File: config.mk
export PLATFORM = sky130hd
export DESIGN_NAME = hazard_stall_ctrl
export DESIGN_NICKNAME = d
export VERILOG_FILES = /design/src/rtl/hazard_stall_ctrl.sv
export SDC_FILE = /design/constraint.sdc
export NUM_CORES = 1
export LEC_CHECK = 0
export ABC_AREA = 1
export CAP_MARGIN = 10
export CORE_UTILIZATION = 40
export DETAILED_ROUTE_END_ITERATION = 6
export PLACE_DENSITY = 0.68
export SYNTH_ARGS = -nofsm -noshare
export SYNTH_HDL_FRONTEND = slang
export SYNTH_SLANG_ARGS = --single-unit
File: constraint.sdc
create_clock -name clk -period 4.1 [get_ports clk]
set_input_delay 0.615 -clock clk [delete_from_list [all_inputs] [get_ports clk]]
set_output_delay 0.615 -clock clk [all_outputs]
set_load 0.02 [all_outputs]
File: src/rtl/hazard_stall_ctrl.sv
// Pipeline sequencer for the 5-stage core: freeze/flush control for hazards,
// taken branches and multi-cycle data-memory waits, plus performance counters.
module hazard_stall_ctrl #(
  parameter bit          FWD_EN      = 1'b1,
  parameter int unsigned MEM_TIMEOUT = 255,
  parameter int unsigned CNT_W       = 16
) (
  input  logic             clk,
  input  logic             rst,
  input  logic             id_valid,
  input  logic [3:0]       id_src1,
  input  logic [3:0]       id_src2,
  input  logic             id_two_src,
  input  logic             id_src1_used,
  input  logic [3:0]       exe_dest,
  input  logic             exe_wb_en,
  input  logic             exe_mem_r_en,
  input  logic [3:0]       mem_dest,
  input  logic             mem_wb_en,
  input  logic             branch_taken,
  input  logic             mem_req,
  input  logic             mem_ready,
  output logic             pc_freeze,
  output logic             if_id_freeze,
  output logic             if_id_flush,
  output logic             id_ex_freeze,
  output logic             id_ex_flush,
  output logic             ex_mem_freeze,
  output logic             mem_wb_freeze,
  output logic             mem_timeout,
  output logic [CNT_W-1:0] stall_count,
  output logic [CNT_W-1:0] flush_count,
  output logic [CNT_W-1:0] wait_count
);

  typedef enum logic [0:0] {
    ST_RUN      = 1'b0,
    ST_MEM_WAIT = 1'b1
  } state_e;

  localparam logic [15:0] TMO = 16'(MEM_TIMEOUT);

  state_e           state_q, state_d;
  logic [15:0]      timer_q, timer_d;
  logic             timeout_q, timeout_d;
  logic [CNT_W-1:0] stall_q, stall_d;
  logic [CNT_W-1:0] flush_q, flush_d;
  logic [CNT_W-1:0] wait_q, wait_d;

  logic exe_hit_s;
  logic mem_hit_s;
  logic hazard_s;
  logic hold_s;

  function automatic logic [CNT_W-1:0] sat_inc(input logic [CNT_W-1:0] v);
    if (&v) begin
      return v;
    end else begin
      return v + {{(CNT_W-1){1'b0}}, 1'b1};
    end
  endfunction

  // Hazard detection: with forwarding only a load in EXE blocks the ID reader
  always_comb begin
    exe_hit_s = exe_wb_en && (!FWD_EN || exe_mem_r_en) &&
                ((id_src1_used && (id_src1 == exe_dest)) ||
                 (id_two_src   && (id_src2 == exe_dest)));
    mem_hit_s = !FWD_EN && mem_wb_en &&
                ((id_src1_used && (id_src1 == mem_dest)) ||
                 (id_two_src   && (id_src2 == mem_dest)));
    hazard_s  = id_valid && (exe_hit_s || mem_hit_s);
  end

  // Next-state, wait timer and counter updates
  always_comb begin
    state_d   = state_q;
    timer_d   = timer_q;
    timeout_d = timeout_q;
    stall_d   = stall_q;
    flush_d   = flush_q;
    wait_d    = wait_q;
    hold_s    = 1'b0;
    case (state_q)
      ST_RUN: begin
        if (mem_req && !mem_ready) begin
          hold_s  = 1'b1;
          state_d = ST_MEM_WAIT;
          timer_d = 16'd1;
          wait_d  = sat_inc(wait_q);
        end else begin
          hold_s  = 1'b0;
        end
      end
      ST_MEM_WAIT: begin
        if (mem_ready) begin
          state_d = ST_RUN;
          timer_d = 16'd0;
        end else if (timer_q == TMO) begin
          // Abort: release the pipeline as if the access completed
          timeout_d = 1'b1;
          state_d   = ST_RUN;
          timer_d   = 16'd0;
        end else begin
          hold_s  = 1'b1;
          timer_d = timer_q + 16'd1;
          wait_d  = sat_inc(wait_q);
        end
      end
      default: begin
        state_d = ST_RUN;
        timer_d = 16'd0;
      end
    endcase
    if (hold_s) begin
      stall_d = stall_q;
    end else if (branch_taken) begin
      flush_d = sat_inc(flush_q);
    end else if (hazard_s) begin
      stall_d = sat_inc(stall_q);
    end else begin
      stall_d = stall_q;
    end
  end

  // Mealy freeze/flush outputs, forced low while reset is asserted
  always_comb begin
    pc_freeze     = 1'b0;
    if_id_freeze  = 1'b0;
    if_id_flush   = 1'b0;
    id_ex_freeze  = 1'b0;
    id_ex_flush   = 1'b0;
    ex_mem_freeze = 1'b0;
    mem_wb_freeze = 1'b0;
    if (!rst) begin
      pc_freeze = 1'b0;
    end else if (hold_s) begin
      pc_freeze     = 1'b1;
      if_id_freeze  = 1'b1;
      id_ex_freeze  = 1'b1;
      ex_mem_freeze = 1'b1;
      mem_wb_freeze = 1'b1;
    end else if (branch_taken) begin
      if_id_flush = 1'b1;
      id_ex_flush = 1'b1;
    end else if (hazard_s) begin
      pc_freeze    = 1'b1;
      if_id_freeze = 1'b1;
      id_ex_flush  = 1'b1;
    end else begin
      pc_freeze = 1'b0;
    end
  end

  // State and counter registers
  always_ff @(posedge clk or negedge rst) begin
    if (!rst) begin
      state_q   <= ST_RUN;
      timer_q   <= 16'd0;
      timeout_q <= 1'b0;
      stall_q   <= {CNT_W{1'b0}};
      flush_q   <= {CNT_W{1'b0}};
      wait_q    <= {CNT_W{1'b0}};
    end else begin
      state_q   <= state_d;
      timer_q   <= timer_d;
      timeout_q <= timeout_d;
      stall_q   <= stall_d;
      flush_q   <= flush_d;
      wait_q    <= wait_d;
    end
  end

  assign mem_timeout = timeout_q;
  assign stall_count = stall_q;
  assign flush_count = flush_q;
  assign wait_count  = wait_q;

endmodule
==> results of run 1 <==
==> layout make-up <==
class / count / area, sq um / area share, %
Inverter: 52 / 196 / 3.74
Multi-Input combinational cell: 428 / 2250 / 42.8
Timing Repair Buffer: 78 / 773 / 14.7
Tap cell: 136 / 170 / 3.24
Sequential cell: 66 / 1650 / 31.4
Clock buffer: 11 / 151 / 2.88
Clock inverter: 5 / 61.3 / 1.17
==> synthesized netlist by cell type (all sizes together) <==
cell    count
nand2     207
nor3b       1
ha          4
nor3       14
xor2       17
buf        10
nor2       68
clkinv      2
a21oi      10
dfrtp      66
nand3      44
o21ai      19
o21bai      1
nand3b      5
inv        50
a31oi       2
nand4      10
xnor2      25
and3        1
==> final timing paths <==
check                                        endpoint  slack, ns  depth (start not counted)
max in group asynchronous  flush_count[1]$_DFFE_PN0P_       3.07                          2
hold reg to reg               mem_timeout$_DFFE_PN0P_       0.50                          1
setup reg to reg            wait_count[6]$_DFFE_PN0P_       2.23                         11
setup / recovery                         if_id_freeze       0.83                         10
min in group clk              mem_timeout$_DFFE_PN0P_       0.50                          1
hold / removal                      state_q$_DFF_PN0_       0.47                          2
==> power groups by stage <==
stage | combinational [mW] | clock (mW) | sequential, mW
2_1_floorplan | 0.201 | 0 | 0.848
3_3_place_gp | 0.429 | 0 | 0.796
3_5_place_dp | 0.440 | 0 | 0.798
4_1_cts | 0.441 | 0.606 | 0.786
5_1_grt | 0.475 | 0.627 | 0.799
6_report | 0.434 | 0.589 | 0.786
==> flip-flops by register name, indices dropped and copies added, names as in the netlist <==
name         flops
flush_count     16
mem_timeout      1
stall_count     16
state_q          1
timer_q         16
wait_count      16
==> routing by layer <==
metal	routed length, um	global-route usage [%]	vias up	part of all wire, %
met1	4310	23.5	1800	46
met5	0	0	-	0
met2	4530	30.5	82	48
met3	444	4.20	11	4.7
li1	-	-	1913	-
met4	91	5.71	0	0.97
==> logic make-up after synthesis <==
logic type                 after synthesis  share of synthesized area [%]
and+or+nand+nor                        350                           39.7
xor gates and xnor gates                42                           8.77
adders and majority gates                4                           1.19
AOI/OAI and AO/OA                       32                           4.03
DFF                                     66                           39.4
buffers and inverters                   62                           6.92
==> impl_metrics.env, run 1 <==
export IMPL_cp_slowest_cell="clkdlybuf4s50_1"
export IMPL_post_cts_buffers=0
export IMPL_routed_wl_mm=9.38
export IMPL_fmax_mhz=306
export IMPL_setup_viol=0
export IMPL_area_delta_synth_final_pct=25.3
export IMPL_clockRootBuffer="clkbuf_8"
export IMPL_status="finished clean"
export IMPL_rsz0062_at_grt="false"
export IMPL_p_sw_mw=0.591
export IMPL_tns_ns=0
export IMPL_numCtsBuffers=9
export IMPL_cts_repair_resized=0
export IMPL_antenna_found_initial=0
export IMPL_htreeDepth=3
export IMPL_placed_area_sq_um=5040
export IMPL_cap_viol_max_count=0
export IMPL_drive_gt1_share_pct=11.6
export IMPL_critPathCaptureType="output pin"
export IMPL_drt_pre_antenna_iters=5
export IMPL_slowest_delay_ns=0.64
export IMPL_design_core_area_sq_um=10200
export IMPL_period_share_pct=79.8
export IMPL_yosysTopAreaCell="dfrtp_1"
export IMPL_clk_latency_ns=0.35
export IMPL_powerDensity_nw_per_um2=344
export IMPL_intPower_mw=1.22
export IMPL_cts_max_path_buffers=2
export IMPL_cp_top_family="buffers and inverters"
export IMPL_final_common_cell="nand2_1"
export IMPL_criticalPathCategory="input port to output pin"
export IMPL_grt_pass1_wl_mm=16.4
export IMPL_gp_congestion=0.877
export IMPL_die_h_um=104
export IMPL_combPwrFrac_pct=24.0
export IMPL_fin_area_sq_um=5260
export IMPL_finalCoreUtilization_pct=51.4
export IMPL_r2r_start="wait_count[0]$_DFFE_PN0P_"
export IMPL_synth_warnings=0
export IMPL_synthesis_area_sq_um=4190
export IMPL_die_w_um=104
export IMPL_yosysTopAreaCellShare_pct=39.4
export IMPL_crit_path_start_kind="input port"
export IMPL_p_clk_share_pct=32.6
export IMPL_via_count=3806
export IMPL_switching_share_pct=32.7
export IMPL_n_antenna_cell=0
export IMPL_final_cell_mix="nand2_1 (173), clkdlybuf4s50_1 (76), dfrtp_1 (66)"
export IMPL_netlist_instances=556
export IMPL_die_area_sq_um=10900
export IMPL_min_path_type="input port to asynchronous set/reset pin"
export IMPL_path_common_cell="nand2_1"
export IMPL_dp_slack_ns=0.815
export IMPL_relSlewSlack_pct=43.2
export IMPL_startpoint="exe_dest[0]"
export IMPL_crit_arrival_ns=2.66
export IMPL_path_cells="clkdlybuf4s50_1 -> inv_1 -> nand2_1 -> nand2_1 -> nor2_1 -> nand3_1 -> nand2_1 -> nand3_1 -> a21oi_1 -> clkdlybuf4s50_1"
export IMPL_first_global_vias=3605
export IMPL_syn_nets=587
export IMPL_overflow=0
export IMPL_dp_cells=760
export IMPL_synth_cell_type_count=36
export IMPL_hold_buffers=0
export IMPL_synth_seq_cells=66
export IMPL_fin_worst_skew_ns=0.0109
export IMPL_path_buf_inv=3
export IMPL_port_buffer_count=77
export IMPL_postRouteAntennaNets=0
export IMPL_initial_utilization_pct=41.0
export IMPL_hold_viol_final=0
export IMPL_synth_area_leaders="dfrtp_1 (39%), nand2_1 (15%), nor2_1 (5.3%)"
export IMPL_cts_tree="built"
export IMPL_power_mw=1.81
export IMPL_path_clk_slew_ns=0.07
export IMPL_maxSlewViolCount=0
export IMPL_power_leakage_nw=2.33
export IMPL_grt_max_degree=67
export IMPL_min_period_ns=3.27
export IMPL_drt_iter0_markers=158
export IMPL_yosysSeqAreaShare_pct=39.4
export IMPL_avgSynthCellArea_sq_um=7.54
export IMPL_vias_per_cell=4.90
export IMPL_drc=0
export IMPL_grt_usage_pct=18.3
export IMPL_hpwlAfterDp_mm=6.86
export IMPL_nFillCells=1013
export IMPL_crit_required_ns=3.48
export IMPL_cts_sinks=66
export IMPL_hold_slack_ns=0.473
export IMPL_worstMarginPinSlew_ns=0.851
export IMPL_seq_power_share_pct=43.4
export IMPL_cp_max_fo=4
export IMPL_wl_per_cell_um=12.1
export IMPL_layout_setup_ws_ns=0.829
export IMPL_row_count=37
export IMPL_stdcell_count=776
export IMPL_nets=666
export IMPL_vdd_drop_max_mv=0.243
export IMPL_io_pins=83
(Power assumes the default switching activity.)
==> inputs of run 2 (changes only) <==
--- a/config.mk
+++ b/config.mk
@@ -9,7 +9,7 @@
 export CAP_MARGIN = 10
 export CORE_UTILIZATION = 40
 export DETAILED_ROUTE_END_ITERATION = 6
-export PLACE_DENSITY = 0.68
+export PLACE_DENSITY = 0.71
 export SYNTH_ARGS = -nofsm -noshare
 export SYNTH_HDL_FRONTEND = slang
 export SYNTH_SLANG_ARGS = --single-unit
==> constraint.sdc (replaced) <==
create_clock -name clk -period 2.7 [get_ports clk]
set_input_delay 0.405 -clock clk [delete_from_list [all_inputs] [get_ports clk]]
set_output_delay 0.405 -clock clk [all_outputs]
set_load 0.02 [all_outputs]
==> run 2 against run 1 <==
Cell count rose by 1.4%. Register-to-register slack got worse by 1.4 ns. Clock power rose by 47%. Sequential power rose by 53%. Via count fell by 0.32%. Critical endpoint unchanged. Highest routed layer unchanged.
==> impl_metrics.env, run 2 (synthesis gave the netlist of run 1 again) <==
export IMPL_numCtsBuffers=9
export IMPL_min_path_type="input port to asynchronous set/reset pin"
export IMPL_grt_max_degree=67
export IMPL_vias_per_cell=4.82
export IMPL_design_core_area_sq_um=10200
export IMPL_fin_worst_skew_ns=0.00984
export IMPL_antenna_found_initial=0
export IMPL_path_clk_slew_ns=0.07
export IMPL_final_cell_mix="nand2_1 (173), clkdlybuf4s50_1 (69), dfrtp_1 (66)"
export IMPL_overflow=0
export IMPL_cts_tree="built"
export IMPL_first_global_vias=3602
export IMPL_hold_slack_ns=0.291
export IMPL_final_common_cell="nand2_1"
export IMPL_via_count=3794
export IMPL_power_mw=2.73
export IMPL_htreeDepth=3
export IMPL_fmax_mhz=401
export IMPL_ff2ff_path_depth=10
export IMPL_rsz0062_at_grt="false"
export IMPL_cp_max_fo=2
export IMPL_row_count=37
export IMPL_power_leakage_nw=2.44
export IMPL_min_period_ns=2.49
export IMPL_die_h_um=104
export IMPL_crit_required_ns=2.30
export IMPL_die_area_sq_um=10900
export IMPL_postRouteAntennaNets=0
export IMPL_crit_path_start_kind="input port"
export IMPL_powerDensity_nw_per_um2=511
export IMPL_cts_sinks=66
export IMPL_cts_max_path_buffers=2
export IMPL_area_delta_synth_final_pct=27.2
export IMPL_vdd_drop_max_mv=0.504
export IMPL_initial_utilization_pct=41.0
export IMPL_worstMarginPinSlew_ns=0.850
export IMPL_port_buffer_count=77
export IMPL_die_w_um=104
export IMPL_drt_pre_antenna_iters=4
export IMPL_routed_wl_mm=9.27
export IMPL_n_antenna_cell=0
export IMPL_grt_usage_pct=18.1
export IMPL_drive_gt1_share_pct=12.9
export IMPL_drc=0
export IMPL_hold_viol_final=0
export IMPL_crit_arrival_ns=2.09
export IMPL_nets=677
export IMPL_setup_viol=0
export IMPL_status="finished clean"
export IMPL_io_pins=83
export IMPL_maxSlewViolCount=0
export IMPL_hpwlAfterDp_mm=6.86
export IMPL_wl_per_cell_um=11.8
export IMPL_gp_congestion=0.881
export IMPL_hold_buffers=0
export IMPL_criticalPathCategory="input port to output pin"
export IMPL_clk_latency_ns=0.34
export IMPL_drt_iter0_markers=164
export IMPL_period_share_pct=92.3
export IMPL_cap_viol_max_count=0
export IMPL_grt_pass1_wl_mm=16.1
export IMPL_relSlewSlack_pct=43.3
export IMPL_clockRootBuffer="clkbuf_8"
export IMPL_critPathCaptureType="output pin"
## run 2: changes by cell type in the layout (fill, tap and decap cells not counted), sizes merged
cell,before,now
dlymetal6s2s,0,3
clkinvlp,3,2
buf,2,13
dlygate4sd2,0,4
clkinv,2,3
clkbuf,11,12
clkdlybuf4s50,76,69
inv,51,50
## run 2: timing repair
action                     4_1_cts  5_1_grt
gates cloned                     0        0
buffers inserted                 0        0
setup endpoints to repair        4        3
resized for setup                4        3
## run 2: path summary, 6_finish.rpt
kind | start | to | slack, ns
setup / recovery | exe_dest[3] | if_id_freeze | 0.21
hold reg to reg | mem_timeout$_DFFE_PN0P_ | mem_timeout$_DFFE_PN0P_ | 0.48
setup reg to reg | wait_count[0]$_DFFE_PN0P_ | wait_count[8]$_DFFE_PN0P_ | 0.83
max in group asynchronous | rst | stall_count[15]$_DFFE_PN0P_ | 1.81
hold / removal | rst | timer_q[15]$_DFFE_PN0P_ | 0.29
min in group clk | mem_timeout$_DFFE_PN0P_ | mem_timeout$_DFFE_PN0P_ | 0.48
## run 2: where the power goes
| part | leakage, nW | internal (mW) | switching (mW) | total (mW) |
|---|---|---|---|---|
| clock network | 0.0986 | 0.476 | 0.387 | 0.863 |
| logic | 1.44 | 0.305 | 0.364 | 0.668 |
| registers | 0.901 | 1.07 | 0.122 | 1.20 |
| total | 2.44 | 1.85 | 0.873 | 2.73 |
## run 2: worst max-delay path: stages
cell	delay (ns)
clkdlybuf4s50_1	0.43
buf_4	0.15
xnor2_1	0.16
nand3_1	0.10
nand2_1	0.13
nand3_1	0.11
a21oi_1	0.23
dlygate4sd2_1	0.37
## run 2: layout make-up
cell class                      instances  area, sq um
Timing Repair Buffer                   89          858
Fill cell                             970         4900
Multi-Input combinational cell        428         2250
Clock buffer                           12          155
Clock inverter                          4         50.0
Sequential cell                        66         1650
Tap cell                              136          170
Inverter                               52          196
## run 2: metal layers
metal	up-vias	part of all wire, %	global-route usage, %
li1	1939	-	-
met1	1766	45	22.3
met2	79	49	30.4
met3	10	5.5	4.95
met4	0	0.86	5.61
met5	-	0	0
## run 2: through the flow
stage | cell area (sq um) | util (%) | setup WS [ns] | cells | setup TNS (ns)
3_3_place_gp | 5120 | 50.1 | -0.0343 | 771 | -0.0969
2_1_floorplan | 4190 | - | 0.713 | 556 | 0
4_1_cts | 5330 | 52.0 | 0.0315 | 787 | 0
3_5_place_dp | 5120 | 50.1 | -0.0901 | 771 | -0.230
5_1_grt | 5330 | 52.1 | 0.0849 | 787 | 0
6_report | 5330 | 52.1 | 0.208 | 787 | 0
==> inputs of run 3 (changes only) <==
--- a/config.mk
+++ b/config.mk
@@ -9,6 +9,7 @@
 export CAP_MARGIN = 10
 export CORE_UTILIZATION = 40
 export DETAILED_ROUTE_END_ITERATION = 6
+export MAX_ROUTING_LAYER = met4
 export PLACE_DENSITY = 0.71
 export SYNTH_ARGS = -nofsm -noshare
 export SYNTH_HDL_FRONTEND = slang
==> run 3 against run 2 <==
Cell count is the same. Setup slack gained 0.011 ns. First-iteration DRC count grew 3.0%. Final area is the same. Utilization is the same. Via count is essentially flat. Sequential power is essentially flat. Sequential cell count is the same. Count of clock-buffer cells in the layout is the same. Die area is the same. Non-clock buffer count is the same. Critical path type unchanged. Critical endpoint unchanged.
==> impl_metrics.env, run 3 (synthesis gave the netlist of run 1 again) <==
export IMPL_crit_required_ns=2.30
export IMPL_nets=677
export IMPL_use_met3_pct=4.51
export IMPL_grt_use_met1_pct=22.7
export IMPL_design_core_area_sq_um=10200
export IMPL_p_clk_share_pct=31.7
export IMPL_rsz0062_at_grt="false"
export IMPL_vdd_drop_max_mv=0.506
export IMPL_power_leakage_nw=2.44
export IMPL_nFillCells=970
export IMPL_endpoint="if_id_freeze"
export IMPL_routed_wl_mm=9.26
export IMPL_overflow=0
export IMPL_p_sw_mw=0.875
export IMPL_drive_gt1_share_pct=12.9
export IMPL_reg2reg_setup_slack_ns=0.83
export IMPL_final_common_cell="nand2_1"
export IMPL_r2r_end="wait_count[8]$_DFFE_PN0P_"
export IMPL_combPwrFrac_pct=24.5
export IMPL_worstMarginPinSlew_ns=0.850
export IMPL_power_mw=2.73
export IMPL_cp_top_family="buffers and inverters"
export IMPL_min_path_type="input port to asynchronous set/reset pin"
export IMPL_fin_worst_skew_ns=0.00986
export IMPL_path_clk_slew_ns=0.07
export IMPL_drt_iter0_markers=169
export IMPL_gp_congestion=0.896
export IMPL_n_antenna_cell=0
export IMPL_grt_busiest_layer="met2"
export IMPL_tns_ns=0
export IMPL_cp_max_fo=3
export IMPL_initial_utilization_pct=41.0
export IMPL_period_share_pct=91.9
export IMPL_drc=0
export IMPL_die_w_um=104
export IMPL_seq_power_share_pct=43.8
export IMPL_cts_repair_resized=4
export IMPL_numCtsBuffers=9
export IMPL_slowest_delay_ns=0.51
export IMPL_final_cell_mix="nand2_1 (173), clkdlybuf4s50_1 (69), dfrtp_1 (66)"
export IMPL_fin_area_sq_um=5330
export IMPL_fmax_mhz=403
export IMPL_via_count=3796
export IMPL_cp_depth=10
export IMPL_io_pins=83
export IMPL_grt_pass1_wl_mm=16.1
export IMPL_ff2ff_path_depth=10
export IMPL_grt_max_degree=67
export IMPL_post_cts_buffers=0
export IMPL_antenna_found_initial=0
export IMPL_row_count=37
export IMPL_relSlewSlack_pct=43.3
export IMPL_placed_area_sq_um=5120
export IMPL_path_common_cell="nand2_1"
export IMPL_startpoint="exe_dest[1]"
export IMPL_hpwlAfterDp_mm=6.86
export IMPL_intPower_mw=1.85
export IMPL_die_area_sq_um=10900
export IMPL_maxSlewViolCount=0
export IMPL_hold_buffers=0
export IMPL_crit_arrival_ns=2.08
export IMPL_criticalPathCategory="input port to output pin"
export IMPL_cts_tree="built"
export IMPL_setup_viol=0
export IMPL_path_buf_inv=3
export IMPL_wl_per_cell_um=11.8
export IMPL_critPathCaptureType="output pin"
export IMPL_powerDensity_nw_per_um2=512
export IMPL_first_global_vias=3599
export IMPL_cp_slowest_cell="clkdlybuf4s50_1"
export IMPL_drt_pre_antenna_iters=4
export IMPL_regArea_sq_um=1650
export IMPL_grt_usage_pct=18.6
export IMPL_status="finished clean"
export IMPL_cts_sinks=66
export IMPL_htreeDepth=3
export IMPL_postRouteAntennaNets=0
export IMPL_switching_share_pct=32.1
export IMPL_use_met2_pct=30.4
export IMPL_cap_viol_max_count=0
export IMPL_path_cells="clkdlybuf4s50_1 -> inv_2 -> nand2_1 -> nand2_1 -> nor2_1 -> nand3_1 -> nand2_1 -> nand3_1 -> a21oi_1 -> dlygate4sd2_1"
export IMPL_multi_input_comb_area_sq_um=2250
export IMPL_finalCoreUtilization_pct=52.1
export IMPL_hold_viol_final=0
export IMPL_cts_max_path_buffers=2
export IMPL_clk_latency_ns=0.34
export IMPL_min_period_ns=2.48
export IMPL_area_delta_synth_final_pct=27.2
export IMPL_crit_path_start_kind="input port"
export IMPL_port_buffer_count=77
export IMPL_clockRootBuffer="clkbuf_8"
export IMPL_r2r_start="wait_count[0]$_DFFE_PN0P_"
export IMPL_die_h_um=104
export IMPL_vias_per_cell=4.82
[run 3: cell counts in the layout (fill, tap and decap cells not counted)]
Identical to the previous run, type by type.
[run 3: power by group through the flow]
stage | clock network (mW) | logic, mW | registers, mW
after floorplan | 0 | 0.306 | 1.29
after global placement | 0 | 0.665 | 1.21
after detailed placement | 0 | 0.676 | 1.21
after CTS | 0.891 | 0.677 | 1.20
after global routing | 0.934 | 0.729 | 1.21
final | 0.864 | 0.668 | 1.20
[run 3: area by class of cell]
type	count	area share, %
sequential	66	31.0
tap	136	3.19
clock inverter	4	0.939
clock buffer	12	2.91
multi-input combinational	428	42.2
inverter	52	3.68
timing repair buffer	89	16.1
[run 3: worst min-delay path by stage]
stage | start | end | slack, ns
floorplan | rst | flush_count[0]$_DFFE_PN0P_ | 0.11
global placement | mem_timeout$_DFFE_PN0P_ | mem_timeout$_DFFE_PN0P_ | 0.46
detailed placement | mem_timeout$_DFFE_PN0P_ | mem_timeout$_DFFE_PN0P_ | 0.47
CTS | rst | timer_q[15]$_DFFE_PN0P_ | 0.36
global route | rst | flush_count[15]$_DFFE_PN0P_ | 0.42
finish | rst | timer_q[15]$_DFFE_PN0P_ | 0.29
[run 3: stage by stage]
stage / hold slack (ns) / worst slack, ns / instances
2_1_floorplan: 0.109 / 0.713 / 556
3_3_place_gp: 0.464 / -0.0343 / 771
3_5_place_dp: 0.470 / -0.0901 / 771
4_1_cts: 0.364 / 0.0315 / 787
5_1_grt: 0.416 / 0.0849 / 787
6_report: 0.293 / 0.219 / 787
[run 3: layer usage]
metal / share of wire, % / wire length (um)
met3: 4.7 / 434
met1: 46 / 4230
met4: 0.92 / 85
met2: 49 / 4500
met5: 0 / 0
[run 3: worst register-to-register path, cell delays in order (launching register included)]
cell and delay [ns]:
dfrtp_1 0.45, ha_1 0.22, nand2_1 0.09, nor2_2 0.18
nand2_1 0.12, clkinv_1 0.07, nand3_1 0.10, nand2_4 0.19
inv_2 0.16, nand3b_1 0.13, nand2_1 0.06
